File: src/rtl/cv32e40p_tmr_reconfig_ctrl_if.sv
// Handshake bundle between the TMR reconfiguration controller and the
// breakage monitors, voter and core halt logic. Signal names keep the controller's view.
interface cv32e40p_tmr_reconfig_ctrl_if;
  logic [2:0] is_broken_i;
  logic [2:0] force_broken_i;
  logic       dmr_mismatch_i;
  logic       halt_ack_i;
  logic       halt_req_o;
  logic [2:0] replica_en_o;
  logic [2:0] set_broken_o;
  logic [1:0] mode_o;
  logic       reconfig_done_o;
  logic       fatal_o;

  modport master (
    input  is_broken_i, force_broken_i, dmr_mismatch_i, halt_ack_i,
    output halt_req_o, replica_en_o, set_broken_o, mode_o, reconfig_done_o, fatal_o
  );

  modport slave (
    output is_broken_i, force_broken_i, dmr_mismatch_i, halt_ack_i,
    input  halt_req_o, replica_en_o, set_broken_o, mode_o, reconfig_done_o, fatal_o
  );
endinterface

File: src/rtl/cv32e40p_tmr_reconfig_ctrl.sv
// TMR reconfiguration controller: degrades TMR -> DMR -> SIMPLEX -> FAIL on
// replica faults, halting the core around each replica-mask commit.
module cv32e40p_tmr_reconfig_ctrl #(
  parameter int unsigned HALT_TIMEOUT  = 16,
  parameter int unsigned SETTLE_CYCLES = 4,
  parameter int unsigned CNT_BIT       = 5
) (
  input  logic                                clk_gated,
  input  logic                                rst_n,
  cv32e40p_tmr_reconfig_ctrl_if.master        ctrl_if
);

  localparam logic [1:0] RUN    = 2'd0;
  localparam logic [1:0] HALT   = 2'd1;
  localparam logic [1:0] SETTLE = 2'd2;
  localparam logic [1:0] FAIL   = 2'd3;

  localparam logic [1:0] MODE_DMR  = 2'b01;
  localparam logic [1:0] MODE_FAIL = 2'b11;

  localparam logic [CNT_BIT-1:0] HALT_LAST   = CNT_BIT'(HALT_TIMEOUT - 1);
  localparam logic [CNT_BIT-1:0] SETTLE_LAST = CNT_BIT'(SETTLE_CYCLES - 1);

  logic [1:0]         state_q, state_d;
  logic [CNT_BIT-1:0] cnt_q, cnt_d;
  logic [2:0]         en_q, en_d;
  logic [2:0]         pend_q, pend_d;
  logic [2:0]         setb_q, setb_d;
  logic [1:0]         mode_q, mode_d;
  logic               done_q, done_d;
  logic               fatal_q, fatal_d;

  logic [2:0]         new_v;
  logic [2:0]         commit_mask;
  logic [1:0]         live_cnt;

  // Already-excluded replicas are masked so they cannot retrigger a halt.
  assign new_v       = (ctrl_if.is_broken_i | ctrl_if.force_broken_i) & en_q;
  assign commit_mask = en_q & ~(pend_q | new_v);
  assign live_cnt    = {1'b0, commit_mask[0]} + {1'b0, commit_mask[1]} + {1'b0, commit_mask[2]};

  always_comb begin
    state_d = state_q;
    cnt_d   = cnt_q;
    en_d    = en_q;
    pend_d  = pend_q | new_v;
    mode_d  = mode_q;
    done_d  = 1'b0;
    fatal_d = fatal_q;

    case (state_q)
      RUN: begin
        if ((mode_q == MODE_DMR) && ctrl_if.dmr_mismatch_i) begin
          state_d = FAIL;
        end else if (new_v != 3'b000) begin
          state_d = HALT;
          cnt_d   = '0;
        end
      end
      HALT: begin
        if (ctrl_if.halt_ack_i) begin
          state_d = SETTLE;
          cnt_d   = '0;
        end else if (cnt_q == HALT_LAST) begin
          state_d = FAIL;
        end else begin
          cnt_d = cnt_q + CNT_BIT'(1);
        end
      end
      SETTLE: begin
        if (cnt_q == SETTLE_LAST) begin
          en_d    = commit_mask;
          pend_d  = '0;
          done_d  = 1'b1;
          // Mode encoding is 3 minus the number of surviving replicas.
          mode_d  = 2'd3 - live_cnt;
          cnt_d   = '0;
          state_d = (commit_mask == 3'b000) ? FAIL : RUN;
        end else begin
          cnt_d = cnt_q + CNT_BIT'(1);
        end
      end
      default: ;
    endcase

    if (state_d == FAIL) begin
      en_d    = '0;
      pend_d  = '0;
      mode_d  = MODE_FAIL;
      fatal_d = 1'b1;
    end

    setb_d = ~en_d | pend_d;
  end

  always_ff @(posedge clk_gated or negedge rst_n) begin
    if (!rst_n) begin
      state_q <= RUN;
      cnt_q   <= '0;
      en_q    <= '1;
      pend_q  <= '0;
      setb_q  <= '0;
      mode_q  <= '0;
      done_q  <= 1'b0;
      fatal_q <= 1'b0;
    end else begin
      state_q <= state_d;
      cnt_q   <= cnt_d;
      en_q    <= en_d;
      pend_q  <= pend_d;
      setb_q  <= setb_d;
      mode_q  <= mode_d;
      done_q  <= done_d;
      fatal_q <= fatal_d;
    end
  end

  assign ctrl_if.halt_req_o      = (state_q != RUN);
  assign ctrl_if.replica_en_o    = en_q;
  assign ctrl_if.set_broken_o    = setb_q;
  assign ctrl_if.mode_o          = mode_q;
  assign ctrl_if.reconfig_done_o = done_q;
  assign ctrl_if.fatal_o         = fatal_q;

endmodule

File: src/flat_wrapper.sv
// flat-port wrapper written by rule: the top's interface ports become plain ports
module cv32e40p_tmr_reconfig_ctrl_flat 
#(
  parameter int unsigned HALT_TIMEOUT  = 16,
  parameter int unsigned SETTLE_CYCLES = 4,
  parameter int unsigned CNT_BIT       = 5
)
  (clk_gated, rst_n, ctrl_if_is_broken_i, ctrl_if_force_broken_i, ctrl_if_dmr_mismatch_i, ctrl_if_halt_ack_i, ctrl_if_halt_req_o, ctrl_if_replica_en_o, ctrl_if_set_broken_o, ctrl_if_mode_o, ctrl_if_reconfig_done_o, ctrl_if_fatal_o);
  cv32e40p_tmr_reconfig_ctrl_if ctrl_if_i ();
  input  logic clk_gated;
  input  logic rst_n;
  input wire logic [$bits(ctrl_if_i.is_broken_i)-1:0] ctrl_if_is_broken_i;
  input wire logic [$bits(ctrl_if_i.force_broken_i)-1:0] ctrl_if_force_broken_i;
  input wire logic [$bits(ctrl_if_i.dmr_mismatch_i)-1:0] ctrl_if_dmr_mismatch_i;
  input wire logic [$bits(ctrl_if_i.halt_ack_i)-1:0] ctrl_if_halt_ack_i;
  output wire logic [$bits(ctrl_if_i.halt_req_o)-1:0] ctrl_if_halt_req_o;
  output wire logic [$bits(ctrl_if_i.replica_en_o)-1:0] ctrl_if_replica_en_o;
  output wire logic [$bits(ctrl_if_i.set_broken_o)-1:0] ctrl_if_set_broken_o;
  output wire logic [$bits(ctrl_if_i.mode_o)-1:0] ctrl_if_mode_o;
  output wire logic [$bits(ctrl_if_i.reconfig_done_o)-1:0] ctrl_if_reconfig_done_o;
  output wire logic [$bits(ctrl_if_i.fatal_o)-1:0] ctrl_if_fatal_o;
  assign ctrl_if_i.is_broken_i = ctrl_if_is_broken_i;
  assign ctrl_if_i.force_broken_i = ctrl_if_force_broken_i;
  assign ctrl_if_i.dmr_mismatch_i = ctrl_if_dmr_mismatch_i;
  assign ctrl_if_i.halt_ack_i = ctrl_if_halt_ack_i;
  assign ctrl_if_halt_req_o = ctrl_if_i.halt_req_o;
  assign ctrl_if_replica_en_o = ctrl_if_i.replica_en_o;
  assign ctrl_if_set_broken_o = ctrl_if_i.set_broken_o;
  assign ctrl_if_mode_o = ctrl_if_i.mode_o;
  assign ctrl_if_reconfig_done_o = ctrl_if_i.reconfig_done_o;
  assign ctrl_if_fatal_o = ctrl_if_i.fatal_o;
  cv32e40p_tmr_reconfig_ctrl #(.HALT_TIMEOUT(HALT_TIMEOUT), .SETTLE_CYCLES(SETTLE_CYCLES), .CNT_BIT(CNT_BIT)) u_core (.clk_gated(clk_gated), .rst_n(rst_n), .ctrl_if(ctrl_if_i));
endmodule
File: config.mk
export PLATFORM = sky130hd
export DESIGN_NAME = cv32e40p_tmr_reconfig_ctrl_flat
export DESIGN_NICKNAME = d
export VERILOG_FILES = /design/src/rtl/cv32e40p_tmr_reconfig_ctrl_if.sv /design/src/rtl/cv32e40p_tmr_reconfig_ctrl.sv /design/src/flat_wrapper.sv
export SDC_FILE = /design/constraint.sdc
export NUM_CORES = 1
export LEC_CHECK = 0
export CORE_AREA = 2 2 51 53
export CTS_CLUSTER_SIZE = 20
export DETAILED_ROUTE_END_ITERATION = 8
export DIE_AREA = 0 0 53 55
export PLACE_DENSITY_LB_ADDON = 0.3
export SYNTH_ARGS = -nofsm -noshare
export SYNTH_HDL_FRONTEND = slang
export SYNTH_SLANG_ARGS = --single-unit
File: constraint.sdc
create_clock -name clk_gated -period 5.8 [get_ports clk_gated]
set_clock_uncertainty 0.05 [all_clocks]
set_input_delay 1.74 -clock clk_gated [delete_from_list [all_inputs] [get_ports clk_gated]]
set_output_delay 1.74 -clock clk_gated [all_outputs]
set_load 0.01 [all_outputs]
== After elaboration in Yosys (flattened, before gate mapping) ==
Index checks and enable logic that the tools add are counted.
Storage, ports and cells
  latch bits: 0
  bits of input ports: 10
  output and inout port bits: 11
  bits in writable memories: 0
  register bits after elaboration: 20
  memory bits (read-only): 0
  memories: 0
  logic and storage cells: 62
Cells by class
  shifts and indexed selects: 0
  divide/modulo/power cells: 0
  $add $sub $neg: 4
  reductions and logical operators: 10
  eq/ne operators: 9
  magnitude comparators: 0
  multiply operators: 0
  muxes and demuxes: 24
  bitwise gates (word level): 7
Operator list (count)
  $mux W5: 5
  $mux W2: 9
  $mux W3: 6
  $pmux W5 S3: 1
  $or A3 B3 Y3: 3
  $and A3 B3 Y3: 2
  $not A3 Y3: 2
  $pmux W2 S3: 1
  $reduce_bool A2 Y1: 3
  $reduce_bool A3 Y1: 2
  $add A5 B1 Y5 const B: 1
  $eq A5 B2 Y1 const B: 1
  $eq A5 B4 Y1 const B: 1
  $eq A2 B1 Y1 const B: 2
  $eq A2 B2 Y1 const B: 2
  $reduce_and A4 Y1: 1
  $logic_not A3 Y1: 1
  $ne A3 B3 Y1 const B: 1
  $add A1 B1 Y2: 1
  $add A2 B1 Y2: 1
  $logic_not A2 Y1: 1
  $mux W1: 2
  $ne A2 B1 Y1 const B: 1
  $ne A2 B2 Y1 const B: 1
  3 further kinds: 3

== Logic depth before layout (Yosys ltp) ==
  depth after elaboration: 13
  mapped depth: 8
  mapped depth without buffers: 8

== Least setup slack after synthesis ==
Ideal clock, no wire load.
  kind: input-to-reg
  from: in ctrl_if_force_broken_i[0]
  to: reg u_core.mode_q[0] (netlist: u_core.ctrl_if.mode_o[0])
  arrival time: 3.071 ns
  slack: 2.548 ns
  cell stages on the path: 5
  data required time: 5.619 ns
  buffers on the path: 0
  setup time: 0.131 ns
  cells stage by stage: nor4b_4 o31ai_2 and2_4 o211a_4 or3_1
On the way
  longest elaborated chain between the ends: 12
  elaborated cells on any way between the ends: 22
  classes of those cells: add/sub (3); eq/ne (1); mux (8); bitwise (5); reduce/logical (5)
RTL lines
  start: declaration: RTL line flat_wrapper.sv:13  | input wire logic [$bits(ctrl_if_i.force_broken_i)-1:0] ctrl_if_force_broken_i;
  $or A3 B3 Y3 *: RTL line cv32e40p_tmr_reconfig_ctrl.sv:38  | assign new_v = (ctrl_if.is_broken_i | ctrl_if.force_broken_i) & en_q;
  $and A3 B3 Y3 *: RTL line cv32e40p_tmr_reconfig_ctrl.sv:38
  branches (longest 10 deep; another with $add A1 B1 Y2)
  end signal: assignment: RTL line cv32e40p_tmr_reconfig_ctrl.sv:112  | mode_q <= mode_d;
  end: declaration: RTL line cv32e40p_tmr_reconfig_ctrl.sv:29  | logic [1:0] mode_q, mode_d;
Mark *: on every way between the ends. The select of a mux whose other input is x is not followed.
A chain may end at the register's enable or synchronous reset.

== Worst setup path after layout ==
  from: reg u_core.state_q[1]
  to: out ctrl_if_halt_req_o
On the way
  longest elaborated chain between the ends: 1
RTL lines
  start: declaration: RTL line cv32e40p_tmr_reconfig_ctrl.sv:24  | logic [1:0] state_q, state_d;
  start signal: assignment: RTL line cv32e40p_tmr_reconfig_ctrl.sv:107  | state_q <= state_d;
  $reduce_bool A2 Y1: RTL line cv32e40p_tmr_reconfig_ctrl.sv:118  | assign ctrl_if.halt_req_o = (state_q != RUN);
  end: declaration: RTL line flat_wrapper.sv:16  | output wire logic [$bits(ctrl_if_i.halt_req_o)-1:0] ctrl_if_halt_req_o;
No other way between the ends.

==> reports/results.txt <==
EDFF count, synth -> 0
outcome -> finished clean
HP Class -> flip-flop to flip-flop
grt total ovfl -> 0
syn_area_per_cell -> 10.6 um2
initial antenna violation count -> 0
Area growth syn-to-layout -> 22.2%
leakage -> 0.658 nW
Post-Syn Area -> 1240 um2
register area share after synthesis -> 0.408
port bufs -> 20
Setup TNS -> 0 ns
post-CTS setup buffer count -> 0
fraction of synthesized area in multiplexers -> 0.00810
Mapped Nets -> 134
max-slew violations -> 0
endpoints failing hold -> 0
Tot GR Track Use -> 0.222
Slew @ Worst Pin -> 0.914 ns
Synth Area in Compound Gates -> 0.254
Yosys reg bits -> 20
Crit. End Element -> output pin
xor/xnor share of the synthesized area -> 0
Remaining DRCs -> 0
crit path launch type -> flip-flop
CTS tree -> yes
row cnt -> 18
Post-DRT Antenna Nets -> 0
largest family of logic cells by synthesized area -> compound AO/OA/AOI/OAI gates
ys async rst share -> 1.00
initial cell density of the core -> 0.523
sequential share of power -> 0.596
Synth Area in Simple Gates -> 0.226
final setup fails -> 0
fmax -> 276 MHz
Final WS setup -> 2.17 ns
HPWL after detailed placement -> 2150 um
n_diodes -> 0
Critical Path RT -> 4.01 ns
pwr/cell area -> 155 nW/um2
core area -> 2360 um2
global-route wire length before repair -> 4590 um
Cell Int Power -> 0.183 mW
crit share post-route -> 0.626
commonest cells after routing, fill and taps aside -> clkdlybuf4s50_1 (20), dfrtp_1 (17), o21ai_0 (11)
Synth Instances -> 117
sw frac -> 0.217
ys flop type -> dfrtp_1
NumNets Final -> 159
Final Critical Period -> 3.63 ns
Clock power frac -> 0.357
final std cells w/o fill -> 171
Routability Congestion -> 0.931
chip height -> 55 um
via count -> 999
most common cell after layout, fill and taps aside -> clkdlybuf4s50_1
Die X -> 53 um
largest net degree at the start of global routing -> 21
number of max-cap violations -> 0
fraction of layout cells with a size suffix above 1 -> 0.156
Synth Area in Adders -> 0.0769
clock transition at the registers of the reported paths -> 0.12 ns
DRT Wirelength -> 2740 um
Resize count post-CTS -> 0
clk_lat worst skew -> 0.31 ns
hold buffer count at CTS -> 0
critical setup path kind -> flip-flop to output pin
RSZ-0062 raised after global routing -> no
Iteration-0 DRC Markers -> 22
NetSw -> 0.0507 mW
number of global-route vias before repair -> 1027
VDD IR max -> 0.128 mV
die area -> 2920 um2
Power Total -> 0.234 mW
Root Driver -> clkbuf_4
vias per cell -> 5.84
CTS H-tree depth -> 1
DP Cell Count -> 167
slew margin rel. -> 0.389
dpl ws -> 1.91 ns
YS warnings -> 0
drt first pass iters -> 4
wire per inst -> 16.0 um
Inserted Clock Buffers -> 3
CTS Sinks -> 20
CTS Buffer Depth -> 2
I/O pin total -> 21
CP max FO -> 7
Distinct cells, synth -> 39
Worst EP arrival -> 1.84 ns
combinational power share -> 0.047
==> per-stage QoR <==
step | hold WS (ns) | util | cell area, um2
5_1_grt | 0.509 | 0.639 | 1510
3_3_place_gp | 0.446 | 0.623 | 1470
6_report | 0.478 | 0.639 | 1510
3_5_place_dp | 0.452 | 0.623 | 1470
4_1_cts | 0.478 | 0.639 | 1510
2_1_floorplan | 0.426 | - | 1240
==> per-layer routing <==
metal | vias up | wire length (um) | GRT usage
met4 | 0 | 69 | 0.124
met1 | 482 | 1080 | 0.242
li1 | 485 | - | -
met5 | - | 0 | 0
met2 | 25 | 1460 | 0.410
met3 | 7 | 125 | 0.0403
==> cell families (layout without fill, tap and decap cells) <==
group / count (synthesis) / in the layout
DFF: 20 / 20
muxes: 1 / 1
adders and majority gates: 7 / 7
buffers and inverters: 9 / 33
and+or+nand+nor: 39 / 39
AOI/OAI and AO/OA: 41 / 41
==> area by class of cell <==
cell class              instances  area [um2]
well taps                      30        37.5
clock buffers                   4        36.3
fillers                       211         855
multi-input cells              88         698
inverters                       9        33.8
repair buffers                 20         200
flip-flops and latches         20         504
==> power by group through the flow <==
stage | logic, mW | clock network (mW) | registers, mW
6_report | 0.0110 | 0.0837 | 0.140
5_1_grt | 0.0120 | 0.0908 | 0.140
4_1_cts | 0.0112 | 0.0856 | 0.140
3_5_place_dp | 0.0112 | 0 | 0.142
3_3_place_gp | 0.0109 | 0 | 0.142
2_1_floorplan | 0.000262 | 0 | 0.142
==> worst max-delay path: stages (launching register included) <==
cell and delay, ns:
dfrtp_1 0.48, inv_1 0.13, ha_1 0.24, inv_1 0.12, clkdlybuf4s50_1 0.56
==> cell usage after synthesis, types with 3 or more instances <==
master | n | share of area
nand3_1 | 3 | 0.012
ha_1 | 6 | 0.061
a21oi_1 | 5 | 0.020
nand2_1 | 10 | 0.030
inv_1 | 9 | 0.027
nor4b_4 | 4 | 0.077
dfrtp_1 | 17 | 0.34
nor2_1 | 4 | 0.012
o21a_1 | 5 | 0.030
or3_1 | 3 | 0.015
dfstp_2 | 3 | 0.064
nor3_1 | 4 | 0.016
o21ai_0 | 11 | 0.045
==> path summary, 6_finish.rpt <==
kind,start,end,slack (ns),cells after the start
worst max-delay path,u_core.state_q[1],ctrl_if_halt_req_o,2.17,4
worst min-delay path,u_core.cnt_q[1],u_core.cnt_q[1],0.48,2
worst max register to register,u_core.cnt_q[0],u_core.ctrl_if.mode_o[0],3.07,8
worst min register to register,u_core.cnt_q[1],u_core.cnt_q[1],0.48,2
max in group asynchronous,rst_n,u_core.pend_q[0],3.27,1
min in group asynchronous,rst_n,u_core.state_q[0],1.88,1
==> state kept, by name, indices dropped and copies added, names as in the netlist <==
| name | count |
|---|---|
| u_core.ctrl_if.set_broken_o | 3 |
| u_core.cnt_q | 5 |
| u_core.ctrl_if.replica_en_o | 3 |
| u_core.ctrl_if.fatal_o | 1 |
| u_core.ctrl_if.mode_o | 2 |
| u_core.state_q | 2 |
| u_core.ctrl_if.reconfig_done_o | 1 |
| u_core.pend_q | 3 |
No activity file was read; power rests on OpenSTA's default activity.
